### config.mk
export PLATFORM = sky130hd
export DESIGN_NAME = int_vector_gen
export DESIGN_NICKNAME = d
export VERILOG_FILES = /design/src/rtl/int_vector_gen_pkg.sv /design/src/rtl/int_vector_gen_nmi_edge.sv /design/src/rtl/int_vector_gen.sv
export SDC_FILE = /design/constraint.sdc
export NUM_CORES = 1
export LEC_CHECK = 0
export CAP_MARGIN = 15
export CORE_UTILIZATION = 38
export DETAILED_ROUTE_END_ITERATION = 7
export GPL_TIMING_DRIVEN = 0
export PLACE_DENSITY = 0.75
export SLEW_MARGIN = 20
export SYNTH_ARGS = -nofsm -noshare
export SYNTH_HDL_FRONTEND = slang
export SYNTH_SLANG_ARGS = --single-unit
### constraint.sdc
create_clock -name clkc -period 1.4 [get_ports clkc]
set_input_delay 0.35 -clock clkc [delete_from_list [all_inputs] [get_ports clkc]]
set_output_delay 0.35 -clock clkc [all_outputs]
set_load 0.05 [all_outputs]
### src/rtl/int_vector_gen_pkg.sv
// int_vector_gen_pkg: state encodings, vector constants and RST target helper for int_vector_gen.
package int_vector_gen_pkg;
  typedef enum logic [1:0] {
    IV_IDLE = 2'd0,
    IV_ACK  = 2'd1,
    IV_DONE = 2'd2
  } iv_state_t;
  localparam logic [15:0] NMI_VEC = 16'h0066;
  localparam logic [15:0] IM1_VEC = 16'h0038;
  localparam logic [7:0] IV_TMO_MAX = 8'd255;
  function automatic logic [7:0] rst_vec(input logic [7:0] d);
    return d & 8'h38;
  endfunction
endpackage

### src/rtl/int_vector_gen_nmi_edge.sv
// nmi_edge: rising-edge detector on nmi_in with a pending latch; a new edge beats clr.
module nmi_edge (
  input  logic clkc,
  input  logic resetb,
  input  logic nmi_in,
  input  logic clr,
  output logic nmi_pend
);
  logic nmi_d;
  always_ff @(posedge clkc or negedge resetb) begin
    if (!resetb) begin
      nmi_d <= 1'b0;
      nmi_pend <= 1'b0;
    end else begin
      nmi_d <= nmi_in;
      nmi_pend <= (nmi_in & ~nmi_d) | (nmi_pend & ~clr);
    end
  end
endmodule

### src/rtl/int_vector_gen.sv
// int_vector_gen: NMI/INT acknowledge sequencer and RST vector latch for the y80e core.
// Optional INT_ACK_TMO_EN adds a 255-cycle acknowledge timeout that falls back to the IM1 vector.
module int_vector_gen
  import int_vector_gen_pkg::*;
(
  input  logic        clkc,
  input  logic        resetb,
  input  logic        ins_end,
  input  logic        nmi_in,
  input  logic        int_in,
  input  logic        iff1,
  input  logic [1:0]  im_mode,
  input  logic        inta_strb,
  input  logic [7:0]  din,
  input  logic [7:0]  ii_reg,
  input  logic        rst_ld,
  output logic [15:0] int_addr,
  output logic [7:0]  rst_addr,
  output logic        inta_cyc,
  output logic        vec_vld,
  output logic        nmi_svc,
  output logic        int_svc
);
  iv_state_t state, state_nx;
  logic [15:0] int_addr_nx;
  logic [7:0] rst_addr_nx;
  logic inta_cyc_nx, vec_vld_nx, nmi_svc_nx, int_svc_nx;
  logic nmi_pend, nmi_take, tmo_hit;

  nmi_edge u_nmi (
    .clkc(clkc),
    .resetb(resetb),
    .nmi_in(nmi_in),
    .clr(nmi_take),
    .nmi_pend(nmi_pend)
  );

`ifdef INT_ACK_TMO_EN
  logic [7:0] tmo_cnt;
  // Held at zero outside ACK, so it restarts from zero on every ACK entry.
  always_ff @(posedge clkc or negedge resetb) begin
    if (!resetb) tmo_cnt <= 8'd0;
    else tmo_cnt <= (state == IV_ACK) ? tmo_cnt + 8'd1 : 8'd0;
  end
  assign tmo_hit = (state == IV_ACK) && (tmo_cnt == IV_TMO_MAX);
`else
  assign tmo_hit = 1'b0;
`endif

  assign nmi_take = (state == IV_IDLE) && ins_end && nmi_pend;

  always_comb begin
    state_nx = state;
    int_addr_nx = int_addr;
    rst_addr_nx = rst_ld ? rst_vec(din) : rst_addr;
    inta_cyc_nx = 1'b0;
    vec_vld_nx = 1'b0;
    nmi_svc_nx = 1'b0;
    int_svc_nx = 1'b0;
    case (state)
      IV_IDLE: begin
        if (nmi_take) begin
          int_addr_nx = NMI_VEC;
          nmi_svc_nx = 1'b1;
          state_nx = IV_DONE;
        end else if (ins_end && int_in && iff1) begin
          inta_cyc_nx = 1'b1;
          state_nx = IV_ACK;
        end
      end
      IV_ACK: begin
        inta_cyc_nx = 1'b1;
        if (inta_strb) begin
          // Capture cycle: rst_ld is overridden, only mode 0 touches rst_addr.
          int_addr_nx = (im_mode == 2'd2) ? {ii_reg, din & 8'hFE} :
                        (im_mode == 2'd0) ? {8'h00, rst_vec(din)} : IM1_VEC;
          rst_addr_nx = (im_mode == 2'd0) ? rst_vec(din) : rst_addr;
          inta_cyc_nx = 1'b0;
          int_svc_nx = 1'b1;
          state_nx = IV_DONE;
        end else if (tmo_hit) begin
          int_addr_nx = IM1_VEC;
          inta_cyc_nx = 1'b0;
          int_svc_nx = 1'b1;
          state_nx = IV_DONE;
        end
      end
      IV_DONE: begin
        vec_vld_nx = 1'b1;
        state_nx = IV_IDLE;
      end
      default: state_nx = IV_IDLE;
    endcase
  end

  always_ff @(posedge clkc or negedge resetb) begin
    if (!resetb) begin
      state <= IV_IDLE;
      int_addr <= 16'h0000;
      rst_addr <= 8'h00;
      inta_cyc <= 1'b0;
      vec_vld <= 1'b0;
      nmi_svc <= 1'b0;
      int_svc <= 1'b0;
    end else begin
      state <= state_nx;
      int_addr <= int_addr_nx;
      rst_addr <= rst_addr_nx;
      inta_cyc <= inta_cyc_nx;
      vec_vld <= vec_vld_nx;
      nmi_svc <= nmi_svc_nx;
      int_svc <= int_svc_nx;
    end
  end
endmodule

==> reports/metrics.cfg, run 1 <==
[die]
dieArea_um2 = 3650
num_rows = 20
core_box_area_um2 = 3150
floorplan.die.width_um = 60.4
floorplan.initialDensity = 0.411
fp.dieH_um = 60.4
pin_count = 54

[timing]
final-max-slew-violation-count = 0
final-setup-viol-count = 12
clock_skew_ns = 0.0152
max_slew_headroom_at_the_worst_pin = 0.549
grt_setup_unrepaired = true
finalCritPeriodShare = 1.09
period_minus_slack_ns = 1.53
hold_slack_ns = 0.0422
fmax_mhz = 655
final-hold-violation-count = 0
tightestPinTransition_ns = 0.677
timing.final.ws_setup_ns = -0.127

[synth]
ys_ff_latch = 31
largest_family_of_logic_cells_by_synthesized_area = multiplexers
synth_sequential_area_ratio = 0.598
synthesized_area_per_cell_um2 = 12.2
cell_types_with_the_largest_area_share_after_synthesis = sky130_fd_sc_hd__dfrtp_1 60%, sky130_fd_sc_hd__mux2i_1 9.3%, sky130_fd_sc_hd__mux2_2 5.2%, sky130_fd_sc_hd__inv_1 4.1%, sky130_fd_sc_hd__nand2_1 2.9%
synth_warnings = 0
yosys.area_share.adder = 0
library_cell_occupying_the_most_area_in_the_post_synthesis_netlist = sky130_fd_sc_hd__dfrtp_1
synth.top_cell.area_share = 0.598
postSynthCellCount = 106
synth_compound_area_frac = 0.0347
syn-cell-area_um2 = 1300
synth-xor-area-share = 0
synth.mux.area_fraction = 0.171
synthesis.nets = 132
synth_cell_types = 24
synth-simple-area-share = 0.124

[job]
cap_violations = 0

[routing]
drt_iter0_drc = 22
drt-pass1-iter-count = 4
drt_drc_violations_left = 0
postRouteAntennaNets = 0
route.final.wire_length_um = 2960
num_vias = 1002
drt-vias-per-instance = 4.58
avgRoutedWirePerCell_um = 13.5

[outcome]
violations_in_the_final_reports = negative setup slack
outcome = complete, but fails checks

[worst_setup_path]
crit_required_ns = 1.61
worstSetupStartpointType = flop
timing.critical_path.to_type = flop
crit_arrival_ns = 1.73
worst_r2r_path_depth = 3
worst-path-max-fanout = 5
crit_type = flop to flop

[layout]
nFillCells = 273
finish.net_count = 200
multi_input_comb_area_um2 = 463
final_design_area_no_fill_um2 = 1910
area.sequential_um2 = 776
post_route_cells_drive_above_1_share = 0.349
fin_util = 0.605
flow.area_growth_from_synthesis_pct = 47.2
antennaDiodeCount = 0

[cts]
cts_buffer_depth = 2
numClockSinks = 31
cts_hold_buf = 0
tritoncts = done
cts_buffers = 5
cts.clk_slew.worst_paths_ns = 0.10
worst_skew_pair.late_latency_ns = 0.33
library_cell_used_as_clock_root_buffer = sky130_fd_sc_hd__clkbuf_4
cts_htree_levels = 2

[grt]
grt_max_degree = 32
grt_first_pass_wirelength_um = 4800
antenna_found_initial = 0
grt_pass1_vias = 1036
grt_remaining_overflow = 0
track_usage = 0.185

[power]
p_total_mw = 2.10
powerDensity_nw_per_um2 = 1100
leakagePower_nw = 1.02
vdd_ir_drop_max_v = 0.000546

[place]
dp.final_hpwl_um = 2060
gpl_congestion = 0.780
detailed_place.area_um2 = 1880
preCtsSetupSlack_ns = -0.589
port_buffers = 51

[hold_path]
min_path_type = input port to async pin

==> what timing repair did <==
action | CTS | global route
endpoints found under the setup margin | 50 | 27
pin swaps | 1 | 1
resized for setup | 131 | 11
cloned | 1 | 0
buffers inserted | 11 | 1
==> power breakdown <==
part           switching [mW]  total (mW)  internal (mW)
clock                   0.290       0.485          0.195
sequential             0.0344       0.990          0.956
combinational           0.352       0.624          0.272
==> logic make-up (layout without fill, tap and decap cells) <==
| family | after synthesis | after routing |
|---|---|---|
| compound gates | 5 | 5 |
| buf+inv | 18 | 87 |
| flops | 31 | 31 |
| mux | 20 | 20 |
| other cells | 1 | 1 |
| simple gates | 31 | 31 |
==> Yosys cell counts <==
cell type,instances
sky130_fd_sc_hd__a31oi_4,1
sky130_fd_sc_hd__or3_1,1
sky130_fd_sc_hd__mux2i_1,12
sky130_fd_sc_hd__clkbuf_1,1
sky130_fd_sc_hd__mux2i_4,1
sky130_fd_sc_hd__buf_8,1
sky130_fd_sc_hd__nand4b_1,1
sky130_fd_sc_hd__and3_1,1
sky130_fd_sc_hd__and3b_1,1
sky130_fd_sc_hd__a21oi_1,3
sky130_fd_sc_hd__and2_1,5
sky130_fd_sc_hd__and4bb_2,1
sky130_fd_sc_hd__nor2_1,8
sky130_fd_sc_hd__inv_1,14
sky130_fd_sc_hd__buf_6,1
sky130_fd_sc_hd__buf_4,1
sky130_fd_sc_hd__a22o_1,1
sky130_fd_sc_hd__nand2_1,10
sky130_fd_sc_hd__mux2_2,6
sky130_fd_sc_hd__mux2_1,1
sky130_fd_sc_hd__conb_1,1
sky130_fd_sc_hd__nand2b_1,1
sky130_fd_sc_hd__dfrtp_1,31
sky130_fd_sc_hd__nor2b_1,2
==> metrics by stage <==
stage          std cells  setup TNS [ns]
4_1_cts              219          -0.859
6_report             219          -0.788
3_3_place_gp         201          -29.56
2_1_floorplan        106          -0.640
3_5_place_dp         201          -13.63
5_1_grt              219           -1.44
==> worst max-delay path, cell delays in order, from the launching register on <==
cell and delay (ns):
sky130_fd_sc_hd__dfrtp_1 0.40, sky130_fd_sc_hd__and3b_2 0.32, sky130_fd_sc_hd__mux2i_4 0.37, sky130_fd_sc_hd__mux2_4 0.33
==> flip-flops by register name, summed over array words and instances (netlist names) <==
signal,cells
int_addr,15
rst_addr,8
state,2
int_svc,1
inta_cyc,1
nmi_svc,1
u_nmi.nmi_d,1
u_nmi.nmi_pend,1
vec_vld,1
==> layout by cell type, fill, tap and decap left out, types with 2 or more instances in the layout <==
master                            instances
sky130_fd_sc_hd__buf_2                   27
sky130_fd_sc_hd__buf_4                    9
sky130_fd_sc_hd__clkbuf_1                 2
sky130_fd_sc_hd__nor2b_1                  2
sky130_fd_sc_hd__a21oi_1                  3
sky130_fd_sc_hd__clkbuf_4                 5
sky130_fd_sc_hd__nand2_1                 10
sky130_fd_sc_hd__nor2_1                   7
sky130_fd_sc_hd__mux2_4                   6
sky130_fd_sc_hd__and2_1                   5
sky130_fd_sc_hd__mux2i_1                 12
sky130_fd_sc_hd__clkdlybuf4s50_1         22
sky130_fd_sc_hd__dfrtp_1                 31
sky130_fd_sc_hd__inv_1                   14
sky130_fd_sc_hd__buf_6                    3
==> area by class of cell <==
cell class	instances	share of cell area
Clock buffer	7	0.0236
Buffer	2	0.0118
Multi-Input combinational cell	57	0.243
Tap cell	44	0.0289
Timing Repair Buffer	63	0.256
Inverter	14	0.0275
Clock inverter	1	0.00262
Sequential cell	31	0.407
==> per-layer routing <==
layer | vias up | share of wire | GRT usage | wire (µm)
met5 | - | 0 | 0 | 0
met4 | 0 | 0.020 | 0.0698 | 58
met3 | 6 | 0.069 | 0.0576 | 205
met2 | 38 | 0.48 | 0.311 | 1430
met1 | 484 | 0.43 | 0.223 | 1260
li1 | 474 | - | - | -
==> path summary, 6_finish.rpt <==
kind                                           start                 endpoint  slack (ns)
worst max-delay path            state[1]$_DFFE_PN0P_  rst_addr[4]$_DFFE_PN0P_       -0.13
worst min register to register  state[0]$_DFFE_PN0P_        vec_vld$_DFF_PN0_        0.45
max in group asynchronous                     resetb     state[1]$_DFFE_PN0P_        0.91
min in group clkc               state[0]$_DFFE_PN0P_        vec_vld$_DFF_PN0_        0.45
worst max register to register  state[1]$_DFFE_PN0P_  rst_addr[4]$_DFFE_PN0P_       -0.13
worst min-delay path                          resetb  int_addr[3]$_DFFE_PN0P_        0.04
No activity file was read; power rests on OpenSTA's default activity.
==> inputs of run 2 (changes only) <==
--- a/config.mk
+++ b/config.mk
@@ -5,7 +5,7 @@
 export SDC_FILE = /design/constraint.sdc
 export NUM_CORES = 1
 export LEC_CHECK = 0
-export CAP_MARGIN = 15
+export CAP_MARGIN = 20
 export CORE_UTILIZATION = 38
 export DETAILED_ROUTE_END_ITERATION = 7
 export GPL_TIMING_DRIVEN = 0
==> results of run 2 <==
Final layout, timing and power as in run 1 (identical DEF).
==> inputs of run 3 (changes only) <==
--- a/config.mk
+++ b/config.mk
@@ -5,7 +5,7 @@
 export SDC_FILE = /design/constraint.sdc
 export NUM_CORES = 1
 export LEC_CHECK = 0
-export CAP_MARGIN = 20
+export CAP_MARGIN = 40
 export CORE_UTILIZATION = 38
 export DETAILED_ROUTE_END_ITERATION = 7
 export GPL_TIMING_DRIVEN = 0
==> results of run 3 <==
Final layout, timing and power as in run 1 (identical DEF).
